[src/rtl/logic_unit_arbiter_if.sv]
// Request/response bundle for logic_unit_arbiter.
// slave modport is the arbiter side; master is the requester/consumer side.
interface logic_unit_arbiter_if #(
    parameter int unsigned WIDTH = 64,
    parameter int unsigned NREQ  = 2
);
    localparam int unsigned IDW = (NREQ > 1) ? $clog2(NREQ) : 1;

    logic [NREQ-1:0]       req_valid;
    logic [NREQ-1:0]       req_ready;
    logic [2*NREQ-1:0]     req_op;
    logic [WIDTH*NREQ-1:0] req_a;
    logic [WIDTH*NREQ-1:0] req_b;
    logic                  rsp_valid;
    logic                  rsp_ready;
    logic [IDW-1:0]        rsp_id;
    logic [WIDTH-1:0]      rsp_result;

    modport slave (
        input  req_valid, req_op, req_a, req_b, rsp_ready,
        output req_ready, rsp_valid, rsp_id, rsp_result
    );

    modport master (
        output req_valid, req_op, req_a, req_b, rsp_ready,
        input  req_ready, rsp_valid, rsp_id, rsp_result
    );
endinterface

[src/rtl/logic_unit_arbiter.sv]
// Shared NOT/AND/OR/XOR unit arbitrated among NREQ requesters, single-entry output register.
// Define LOGIC_ARB_ROUND_ROBIN_EN for round-robin; otherwise fixed priority (lowest index wins).
module logic_unit_arbiter #(
    parameter int unsigned WIDTH = 64,
    parameter int unsigned NREQ  = 2
) (
    input logic                 clk,
    input logic                 reset,
    logic_unit_arbiter_if.slave bus
);
    localparam int unsigned IDW = (NREQ > 1) ? $clog2(NREQ) : 1;

    typedef enum logic [0:0] {StEmpty, StFull} state_e;

    state_e           state_q, state_d;
    logic [WIDTH-1:0] result_q, result_d;
    logic [IDW-1:0]   id_q, id_d;
    logic             slot_free;
    logic             gnt_any;
    logic             grant;
    logic [IDW-1:0]   gnt_idx;
    logic [1:0]       op_sel;
    logic [WIDTH-1:0] a_sel;
    logic [WIDTH-1:0] b_sel;
    logic [WIDTH-1:0] alu_res;

`ifdef LOGIC_ARB_ROUND_ROBIN_EN
    logic [IDW-1:0] last_q, last_d;

    // Pick the valid requester closest after last_q in circular order.
    always_comb begin
        int unsigned last_u;
        int unsigned dist;
        int unsigned best;
        gnt_any = 1'b0;
        gnt_idx = '0;
        last_u  = 32'(last_q);
        best    = NREQ + 1;
        for (int unsigned i = 0; i < NREQ; i++) begin
            dist = (i > last_u) ? (i - last_u) : (i + NREQ - last_u);
            if (bus.req_valid[i] && (dist < best)) begin
                best    = dist;
                gnt_any = 1'b1;
                gnt_idx = IDW'(i);
            end
        end
    end

    always_comb begin
        last_d = last_q;
        if (grant) begin
            last_d = gnt_idx;
        end
    end

    always_ff @(posedge clk) begin
        if (reset) begin
            last_q <= IDW'(NREQ - 1);
        end else begin
            last_q <= last_d;
        end
    end
`else
    always_comb begin
        gnt_any = 1'b0;
        gnt_idx = '0;
        for (int unsigned i = 0; i < NREQ; i++) begin
            if (bus.req_valid[i] && !gnt_any) begin
                gnt_any = 1'b1;
                gnt_idx = IDW'(i);
            end
        end
    end
`endif

    assign slot_free = (state_q == StEmpty) || bus.rsp_ready;
    // Reset suppresses every handshake, including a drain-and-refill.
    assign grant     = gnt_any && slot_free && !reset;

    always_comb begin
        bus.req_ready = '0;
        for (int unsigned i = 0; i < NREQ; i++) begin
            bus.req_ready[i] = grant && (gnt_idx == IDW'(i));
        end
    end

    always_comb begin
        op_sel = '0;
        a_sel  = '0;
        b_sel  = '0;
        for (int unsigned i = 0; i < NREQ; i++) begin
            if (gnt_idx == IDW'(i)) begin
                op_sel = bus.req_op[2*i +: 2];
                a_sel  = bus.req_a[WIDTH*i +: WIDTH];
                b_sel  = bus.req_b[WIDTH*i +: WIDTH];
            end
        end
    end

    always_comb begin
        unique case (op_sel)
            2'b00:   alu_res = ~a_sel;
            2'b01:   alu_res = a_sel & b_sel;
            2'b10:   alu_res = a_sel | b_sel;
            default: alu_res = a_sel ^ b_sel;
        endcase
    end

    always_comb begin
        result_d = result_q;
        id_d     = id_q;
        if (grant) begin
            result_d = alu_res;
            id_d     = gnt_idx;
        end
    end

    // FSM: state register
    always_ff @(posedge clk) begin
        if (reset) begin
            state_q <= StEmpty;
        end else begin
            state_q <= state_d;
        end
    end

    // FSM: next state
    always_comb begin
        state_d = state_q;
        unique case (state_q)
            StEmpty: if (grant) state_d = StFull;
            StFull:  if (bus.rsp_ready && !grant) state_d = StEmpty;
            default: state_d = StEmpty;
        endcase
    end

    // FSM: outputs
    always_comb begin
        bus.rsp_valid  = (state_q == StFull);
        bus.rsp_id     = id_q;
        bus.rsp_result = result_q;
    end

    always_ff @(posedge clk) begin
        if (reset) begin
            result_q <= '0;
            id_q     <= '0;
        end else begin
            result_q <= result_d;
            id_q     <= id_d;
        end
    end
endmodule

[src/flat_wrapper.sv]
// flat-port wrapper written by rule: the top's interface ports become plain ports
module logic_unit_arbiter_flat 
#(
    parameter int unsigned WIDTH = 64,
    parameter int unsigned NREQ  = 2
)
  (clk, reset, bus_req_valid, bus_req_op, bus_req_a, bus_req_b, bus_rsp_ready, bus_req_ready, bus_rsp_valid, bus_rsp_id, bus_rsp_result);
  logic_unit_arbiter_if #(.WIDTH(WIDTH), .NREQ(NREQ)) bus_i ();
  input logic clk;
  input logic reset;
  input wire logic [$bits(bus_i.req_valid)-1:0] bus_req_valid;
  input wire logic [$bits(bus_i.req_op)-1:0] bus_req_op;
  input wire logic [$bits(bus_i.req_a)-1:0] bus_req_a;
  input wire logic [$bits(bus_i.req_b)-1:0] bus_req_b;
  input wire logic [$bits(bus_i.rsp_ready)-1:0] bus_rsp_ready;
  output wire logic [$bits(bus_i.req_ready)-1:0] bus_req_ready;
  output wire logic [$bits(bus_i.rsp_valid)-1:0] bus_rsp_valid;
  output wire logic [$bits(bus_i.rsp_id)-1:0] bus_rsp_id;
  output wire logic [$bits(bus_i.rsp_result)-1:0] bus_rsp_result;
  assign bus_i.req_valid = bus_req_valid;
  assign bus_i.req_op = bus_req_op;
  assign bus_i.req_a = bus_req_a;
  assign bus_i.req_b = bus_req_b;
  assign bus_i.rsp_ready = bus_rsp_ready;
  assign bus_req_ready = bus_i.req_ready;
  assign bus_rsp_valid = bus_i.rsp_valid;
  assign bus_rsp_id = bus_i.rsp_id;
  assign bus_rsp_result = bus_i.rsp_result;
  logic_unit_arbiter #(.WIDTH(WIDTH), .NREQ(NREQ)) u_core (.clk(clk), .reset(reset), .bus(bus_i));
endmodule
[config.mk]
export PLATFORM = sky130hd
export DESIGN_NAME = logic_unit_arbiter_flat
export DESIGN_NICKNAME = d
export VERILOG_FILES = /design/src/rtl/logic_unit_arbiter_if.sv /design/src/rtl/logic_unit_arbiter.sv /design/src/flat_wrapper.sv
export SDC_FILE = /design/constraint.sdc
export NUM_CORES = 1
export LEC_CHECK = 0
export ABC_AREA = 0
export ABC_CLOCK_PERIOD_IN_PS = 3500
export CAP_MARGIN = 10
export CELL_PAD_IN_SITES_DETAIL_PLACEMENT = 1
export CELL_PAD_IN_SITES_GLOBAL_PLACEMENT = 1
export CORE_MARGIN = 3
export CORE_UTILIZATION = 48
export CTS_CLUSTER_SIZE = 10
export DETAILED_ROUTE_END_ITERATION = 6
export DONT_BUFFER_PORTS = 1
export HOLD_SLACK_MARGIN = 0.06
export PLACE_DENSITY = 0.95
export SLEW_MARGIN = 5
export SYNTH_ARGS = -nofsm -noshare
export SYNTH_HDL_FRONTEND = slang
export SYNTH_SLANG_ARGS = --single-unit
[constraint.sdc]
create_clock -name clk -period 3.5 [get_ports clk]
set_clock_uncertainty 0.15 [all_clocks]
set_input_delay 0.7 -clock clk [delete_from_list [all_inputs] [get_ports clk]]
set_output_delay 0.7 -clock clk [all_outputs]
set_load 0.02 [all_outputs]
==> impl_metrics.ini, run 1 <==
[outcome]
run_status = finished, final reports clean

[place]
io_buffers = 0
place_congestion = 0.8996
dp_hpwl_um = 20040

[cts]
cts_hold_buffers = 0
clock_latency_ns = 0.33
cts_num_sinks = 66
cts.repair.resized = 0
clock_tree.buffer_depth = 2
cts_buffers = 9
cts_tree = yes
cts-root-buf = clkbuf_16
post_cts_buffers = 0
h-tree-depth = 3
clk_pin_slew_ns = 0.06

[route]
dr.pass1.iters = 5
drt.antenna.violating_nets = 0
drt_iter0_markers = 645
wl_per_cell_um = 24.83
wl_um = 28630
drc = 0
vias = 8405
vias_per_cell = 7.290

[finish]
drive_gt1_frac = 0.05160
nets = 1294
final_core_util = 0.5240
diodes = 0
syn_to_final_growth_pct = 6.058

[worst_setup_path]
critPathTopFamily = simple AND/OR/NAND/NOR gates
slowest_delay_ns = 0.61
startpoint_type = input port
cp_max_fo = 28
worst-path-buf-inv = 1
critPathKind = input port to output pin
cp_cell_sequence = nor2b_4, buf_4, nor2_1
critPathSlowestCell = nor2b_4
critPathCaptureType = output pin
arrival_ns = 1.84
worstPathRequired_ns = 2.65

[global_route]
grt_use_met1 = 0.3651
grt_max_degree = 71
track_usage = 0.3306
grt_pass1_vias = 8762
grt_pass1_wl_um = 44770
grt-ovfl-total = 0
grt_use_met2 = 0.5890
busiest_layer = met2
antenna_found_initial = 1
met3_usage = 0.09174

[synth]
synthSimpleGateAreaFrac = 0.2763
ys_ff_latch = 66
netlist_instances = 1035
synth_top_area_cell = nand2_1
synth_area_leaders = nand2_1, dfxtp_1, o311ai_0
synth_warnings = 0
synth-compound-area-share = 0.3574
syn_nets = 1365
synth_seq_area_share = 0.1833
syn-mean-instance-area_sq_um = 6.964
synth_top_family_by_area = compound AO/OA/AOI/OAI gates
netlist_top_cells_count = nand2_1, o311ai_0, dfxtp_1
yosysUniqueCellTypes = 32
synth.most_common_cell = nand2_1
yosys.area_share.xor_xnor = 0
synth-edff-count = 0
syn_area_sq_um = 7208
synth_fa_ha_area_frac = 0.1128
synth_ff_type = dfxtp_1
async_flop_share = 0
synth_top_cell_area_share = 0.2000
synth_mux_area_frac = 0.005555

[power]
p_leak_nw = 3.143
vdd_drop_max_mv = 0.2063
switching_share = 0.3474
combPwrFrac = 0.276
power.internal_mw = 1.858
p_sw_uw = 988.8
pwr-share-seq = 0.340
power_mw = 2.847
clockPowerShare = 0.384
cellPowerDensity_nw_per_um2 = 372.4

[sta]
fmax_mhz = 371.8
fin_hold_ws_ns = 0.2799
worst_slew_pin_slew_ns = 0.7890
drv_slew = 0
rsz0062_at_grt = no
setup_tns_ns = 0
setup_violations = 0
post-route-period-util = 0.7684
relSlewSlack = 0.4740
final_hold_viol_count = 0
min_period_ns = 2.690

[hold_path]
hold_path.class = input port to register

[floorplanning]
pin_count = 333
die_y_um = 128.5
initial_core_util = 0.4941
die_area_sq_um = 16520
die_w_um = 128.5
core_area_sq_um = 14590
rows = 44

[flow_run]
drv_cap = 0
logic make-up (layout without fill, tap and decap cells):
family,count (synthesis),after routing
adders and majority gates,65,65
buffers and inverters,107,41
DFF,66,66
AOI/OAI and AO/OA,319,319
muxes,4,4
and+or+nand+nor,474,474
flip-flops by register name, summed over array words and instances (netlist names):
signal,count
u_core.bus.rsp_id,1
u_core.bus.rsp_result,64
u_core.bus.rsp_valid,1
per-layer routing:
metal / vias to the layer above / share of wire
li1: 3815 / -
met1: 4031 / 0.36
met2: 479 / 0.49
met3: 78 / 0.11
met4: 2 / 0.036
met5: - / 0.00070
final cells by class:
cell class / instances / area, sq um
Fill cell: 1826 / 6944
Multi-Input combinational cell: 862 / 5502
Sequential cell: 66 / 1321
Clock buffer: 11 / 252.7
Tap cell: 184 / 230.2
Timing Repair Buffer: 22 / 227.7
Clock inverter: 5 / 100.1
Inverter: 3 / 11.26
worst register-to-register path: stages, from the launching register on:
cell and delay (ns):
dfxtp_1 0.38, nor2b_4 0.17, or2_2 0.49, buf_4 0.33, nor2b_4 0.15, buf_4 0.38, a31oi_1 0.17
stage by stage:
step                cell area, sq um  instances  worst slack (ns)
floorplan                       7208       1035            0.7884
global placement                7292       1137            0.7950
detailed placement              7292       1137            0.6002
CTS                             7645       1153            0.8183
global route                    7645       1153            0.7327
finish                          7645       1153            0.8105
final timing paths:
path,to,slack [ns],cells past startpoint,from
worst max register to register,u_core.bus.rsp_result[25]$_SDFFE_PP0P_,1.14,6,u_core.bus.rsp_valid$_SDFF_PP0_
worst max-delay path,bus_req_ready[0],0.81,3,bus_req_valid[1]
worst min register to register,u_core.bus.rsp_result[36]$_SDFFE_PP0P_,0.47,2,u_core.bus.rsp_result[36]$_SDFFE_PP0P_
worst min-delay path,u_core.bus.rsp_id$_SDFFE_PP0P_,0.28,1,reset
placed cells by master, fill, tap and decap left out, drive strengths merged, types with 3 or more instances in the layout:
cell type,synthesis,final
a31oi,63,63
nand2b,3,3
clkinv,1,3
nand2,384,384
dfxtp,66,66
nor3,4,4
nor2,9,9
clkbuf,52,11
buf,52,22
a32oi,62,62
o21bai,63,63
nor2b,5,5
ha,65,65
bufinv,0,3
o311ai,124,124
or3,62,62
mux2i,4,4
power by group through the flow:
| stage | sequential, mW | clock, mW | combinational, mW |
|---|---|---|---|
| after floorplan | 0.953 | 0 | 0.583 |
| after global placement | 0.982 | 0 | 0.724 |
| after detailed placement | 0.983 | 0 | 0.766 |
| after CTS | 0.968 | 1.11 | 0.776 |
| after global routing | 0.976 | 1.15 | 0.883 |
| final | 0.969 | 1.09 | 0.785 |
(Power assumes the default switching activity.)
==> run 2, diff against run 1 <==
Settings changed: ABC_CLOCK_PERIOD_IN_PS 3500 to 2400, CORE_UTILIZATION 48 to 40, PLACE_DENSITY 0.95 to 0.89.
Clock period 3.5 ns to 2.4 ns, I/O delays scaled along.
==> run 2 against run 1 <==
Sequential cell count stayed put. First-iteration DRC count fell by 30%. Hold slack worse by 0.13 ns. Non-clock buffer count grew 7. Critical endpoint unchanged. Via count fell by 0.11%. Combinational power rose by 53%. Utilization decreased by 7.8 points.
==> impl_metrics.ini, run 2 (synthesized netlist as in run 1, its figures left out) <==
[power]
power_mw = 3.873
pwr-share-seq = 0.363
switching_share = 0.3740
combPwrFrac = 0.309
cellPowerDensity_nw_per_um2 = 496.9
p_leak_nw = 3.181
vdd_drop_max_mv = 0.2946
p_sw_mw = 1.449
power.internal_mw = 2.424
clockPowerShare = 0.327

[floorplanning]
die_area_sq_um = 19670
pin_count = 333
core_area_sq_um = 17480
die_w_um = 140.2
rows = 48
die_y_um = 140.2
initial_core_util = 0.4124

[worst_setup_path]
worstPathRequired_ns = 1.77
cp_cell_sequence = nor2b_4, or2_2, nor2_1, buf_4
critPathKind = register to output pin
slowest_delay_ns = 0.49
startpoint_type = register
critPathCaptureType = output pin
critPathSlowestCell = or2_2
cp_max_fo = 16
arrival_ns = 1.67

[finish]
seq_area_sq_um = 1321
fin_area_sq_um = 7795
drive_gt1_frac = 0.05641
final_common_cell = nand2_1
n_fill_cell = 2218
nets = 1301
layout.cells.non_filler = 1200
largest_reg_flops = 64
layout_common_cells = nand2_1, o311ai_0, dfxtp_1
final_core_util = 0.4460
diodes = 0
multi_input_area_sq_um = 5502
syn_to_final_growth_pct = 8.141

[route]
drt_iter0_markers = 454
drt.antenna.violating_nets = 0
wl_per_cell_um = 24.51
dr.pass1.iters = 5
wl_um = 29420
vias_per_cell = 6.997
drc = 0
vias = 8396

[sta]
post-route-period-util = 0.9601
min_period_ns = 2.304
final_hold_viol_count = 0
drv_slew = 0
setup_violations = 0
rsz0062_at_grt = no
fin_hold_ws_ns = 0.1485
worst_slew_pin_slew_ns = 0.8080
finalWorstSetupSlack_ns = 0.09582
fmax_mhz = 434.0
setup_tns_ns = 0
relSlewSlack = 0.4614

[global_route]
grt_pass1_vias = 9005
antenna_found_initial = 0
track_usage = 0.2855
grt_pass1_wl_um = 46600
grt_max_degree = 69
grt-ovfl-total = 0

[place]
dp_hpwl_um = 20870
place_ws_ns = 0.1860
place_congestion = 0.8552
dpl.cell_count = 1184
io_buffers = 0
place_area_sq_um = 7513

[cts]
h-tree-depth = 3
cts_buffers = 9
cts_num_sinks = 66
clock_latency_ns = 0.33
cts.repair.resized = 0
cts_tree = yes
clk_pin_slew_ns = 0.06
cts-root-buf = clkbuf_16
clock_tree.buffer_depth = 2

[outcome]
run_status = finished, final reports clean

[flow_run]
drv_cap = 0

[hold_path]
hold_path.class = input port to register
run 2: repair_timing:
item                                    CTS  global route
endpoints found under the setup margin    0             0
hold endpoints to repair                  2             0
setup buffers                             0             0
hold buffers                              1             0
run 2: layout make-up:
cell class / count / area share
clock buffer: 12 / 0.03291
clock inverter: 3 / 0.001926
inverter: 3 / 0.001445
multi-input combinational: 862 / 0.7058
sequential: 66 / 0.1695
tap: 225 / 0.03612
timing repair buffer: 29 / 0.05233
run 2: worst max-delay path, delay by kind of cell (launching register included):
family | cells | cell delay (ns)
and+or+nand+nor | 3 | 0.81
buffers and inverters | 1 | 0.16
DFF | 1 | 0.38
run 2: worst paths after layout:
kind	start	end	slack (ns)	cells past startpoint
max reg2reg	u_core.bus.rsp_valid$_SDFF_PP0_	u_core.bus.rsp_result[13]$_SDFFE_PP0P_	0.30	5
min	bus_req_valid[1]	u_core.bus.rsp_valid$_SDFF_PP0_	0.15	2
max	u_core.bus.rsp_valid$_SDFF_PP0_	bus_req_ready[0]	0.1	4
min reg2reg	u_core.bus.rsp_result[36]$_SDFFE_PP0P_	u_core.bus.rsp_result[36]$_SDFFE_PP0P_	0.48	2
run 2: per-layer routing:
layer	global-route usage	up-vias	part of all wire	wire length (um)
met5	0	-	0	0
met3	0.07443	89	0.089	2631
met4	0.1300	0	0.039	1146
li1	-	3823	-	-
met1	0.3130	4073	0.37	10960
met2	0.5136	411	0.50	14680
run 2: power groups by stage:
| stage | logic, mW | clock network [mW] | registers (mW) |
|---|---|---|---|
| after floorplan | 0.850 | 0 | 1.39 |
| after global placement | 1.11 | 0 | 1.43 |
| after detailed placement | 1.18 | 0 | 1.43 |
| after CTS | 1.19 | 1.29 | 1.41 |
| after global routing | 1.34 | 1.33 | 1.42 |
| final | 1.20 | 1.27 | 1.41 |
==> run 3, diff against run 2 <==
Settings changed: ABC_CLOCK_PERIOD_IN_PS 2400 to 3000, CORE_UTILIZATION 40 to 48, PLACE_DENSITY 0.89 to 0.95.
Clock period 2.4 ns to 3 ns, I/O delays scaled along.
==> run 3 against run 2 <==
Clock power shrank 13%. Routed wire length shrank 1.4%. Non-clock buffer count shrank 6. Largest cell class unchanged. Critical endpoint is now bus_req_ready[1]. Sequential share of layout area grew 0.31 points. Power shrank 18%. First-iteration DRC count grew 32%.
==> impl_metrics.ini, run 3 (synthesized netlist as in run 1, its figures left out) <==
[global_route]
grt_pass1_vias = 9027
antenna_found_initial = 0
grt_max_degree = 71
grt-ovfl-total = 0
track_usage = 0.3316
busiest_layer = met2
grt_pass1_wl_um = 44970
met3_usage = 0.09755
grt_use_met1 = 0.3504
grt_use_met2 = 0.5936

[finish]
largest_reg_flops = 64
syn_to_final_growth_pct = 6.197
diodes = 0
final_common_cell = nand2_1
drive_gt1_frac = 0.05057
layout_common_cells = nand2_1, o311ai_0, dfxtp_1
seq_area_sq_um = 1321
n_fill_cell = 1836
multi_input_area_sq_um = 5502
nets = 1295

[floorplanning]
initial_core_util = 0.4941
core_area_sq_um = 14590
die_area_sq_um = 16520
die_y_um = 128.5
rows = 44
die_w_um = 128.5
pin_count = 333

[flow_run]
drv_cap = 0

[sta]
finalWorstSetupSlack_ns = 0.4663
fmax_mhz = 394.7
setup_violations = 0
setup_tns_ns = 0
worst_slew_pin_slew_ns = 0.7584
final_hold_viol_count = 0
fin_hold_ws_ns = 0.1980
min_period_ns = 2.534
post-route-period-util = 0.8446
relSlewSlack = 0.4944
rsz0062_at_grt = no
drv_slew = 0

[place]
dp_hpwl_um = 20650
place_congestion = 0.9123
io_buffers = 0
place_ws_ns = 0.2824

[worst_setup_path]
critPathKind = register to output pin
cp_max_fo = 18
critPathSlowestCell = or2_2
critPathCaptureType = output pin
slowest_delay_ns = 0.49
worstPathRequired_ns = 2.25
r2r_start = u_core.bus.rsp_valid$_SDFF_PP0_
arrival_ns = 1.78
cp_cell_sequence = nor2b_4, or2_2, nor2_1
setup.worst_path.start = u_core.bus.rsp_valid$_SDFF_PP0_
startpoint_type = register

[cts]
clk_pin_slew_ns = 0.06
clock_tree.buffer_depth = 2
cts_tree = yes
cts_hold_buffers = 0
post_cts_buffers = 0
cts_buffers = 9
cts.repair.resized = 0
cts_num_sinks = 66
clock_latency_ns = 0.33
h-tree-depth = 3
cts-root-buf = clkbuf_16

[power]
p_leak_nw = 3.138
vdd_drop_max_mv = 0.2558
cellPowerDensity_nw_per_um2 = 415.4

[route]
dr.pass1.iters = 5
vias = 8437
drt.antenna.violating_nets = 0
vias_per_cell = 7.317
wl_per_cell_um = 25.17
wl_um = 29020
drc = 0
drt_iter0_markers = 599

[outcome]
run_status = finished, final reports clean

[hold_path]
hold_path.class = input port to register
hold_start = reset
-- run 3: routing by layer --
layer  vias up  wire [um]  part of all wire
met4         0       1275             0.044
met3       107       3009              0.10
li1       3807          -                 -
met5         -          0                 0
met2       473      14350              0.49
met1      4050      10380              0.36
-- run 3: worst paths after layout --
path                                            end  slack (ns)  depth (start not counted)
max reg2reg   u_core.bus.rsp_result[0]$_SDFFE_PP0P_        0.64                          6
max                                bus_req_ready[1]        0.47                          3
min                  u_core.bus.rsp_id$_SDFFE_PP0P_        0.20                          1
min reg2reg  u_core.bus.rsp_result[36]$_SDFFE_PP0P_        0.47                          2
-- run 3: layout make-up --
cell class,instances,share of cell area
multi-input combinational,862,0.7187
sequential,66,0.1726
timing repair buffer,23,0.03727
clock buffer,13,0.03531
tap,184,0.03008
clock inverter,2,0.004577
inverter,3,0.001471
-- run 3: worst max-delay path: cells and delay by family, from the launching register on --
| family | cells | cell delay, ns |
|---|---|---|
| DFF | 1 | 0.40 |
| and+or+nand+nor | 3 | 1.05 |
-- run 3: metrics by stage --
stage / instance area, sq um / utilization / power, mW / cells
global placement: 7350 / 0.5038 / 2.002 / 1138
CTS: 7655 / 0.5247 / 3.185 / 1153
finish: 7655 / 0.5247 / 3.180 / 1153
floorplan: 7208 / - / 1.792 / 1035
global route: 7655 / 0.5247 / 3.352 / 1153
detailed placement: 7350 / 0.5038 / 2.065 / 1138
-- run 3: power by group --
part | total (mW) | internal (mW) | switching, mW
sequential | 1.13 | 0.959 | 0.174
clock | 1.11 | 0.707 | 0.407
combinational | 0.932 | 0.363 | 0.569
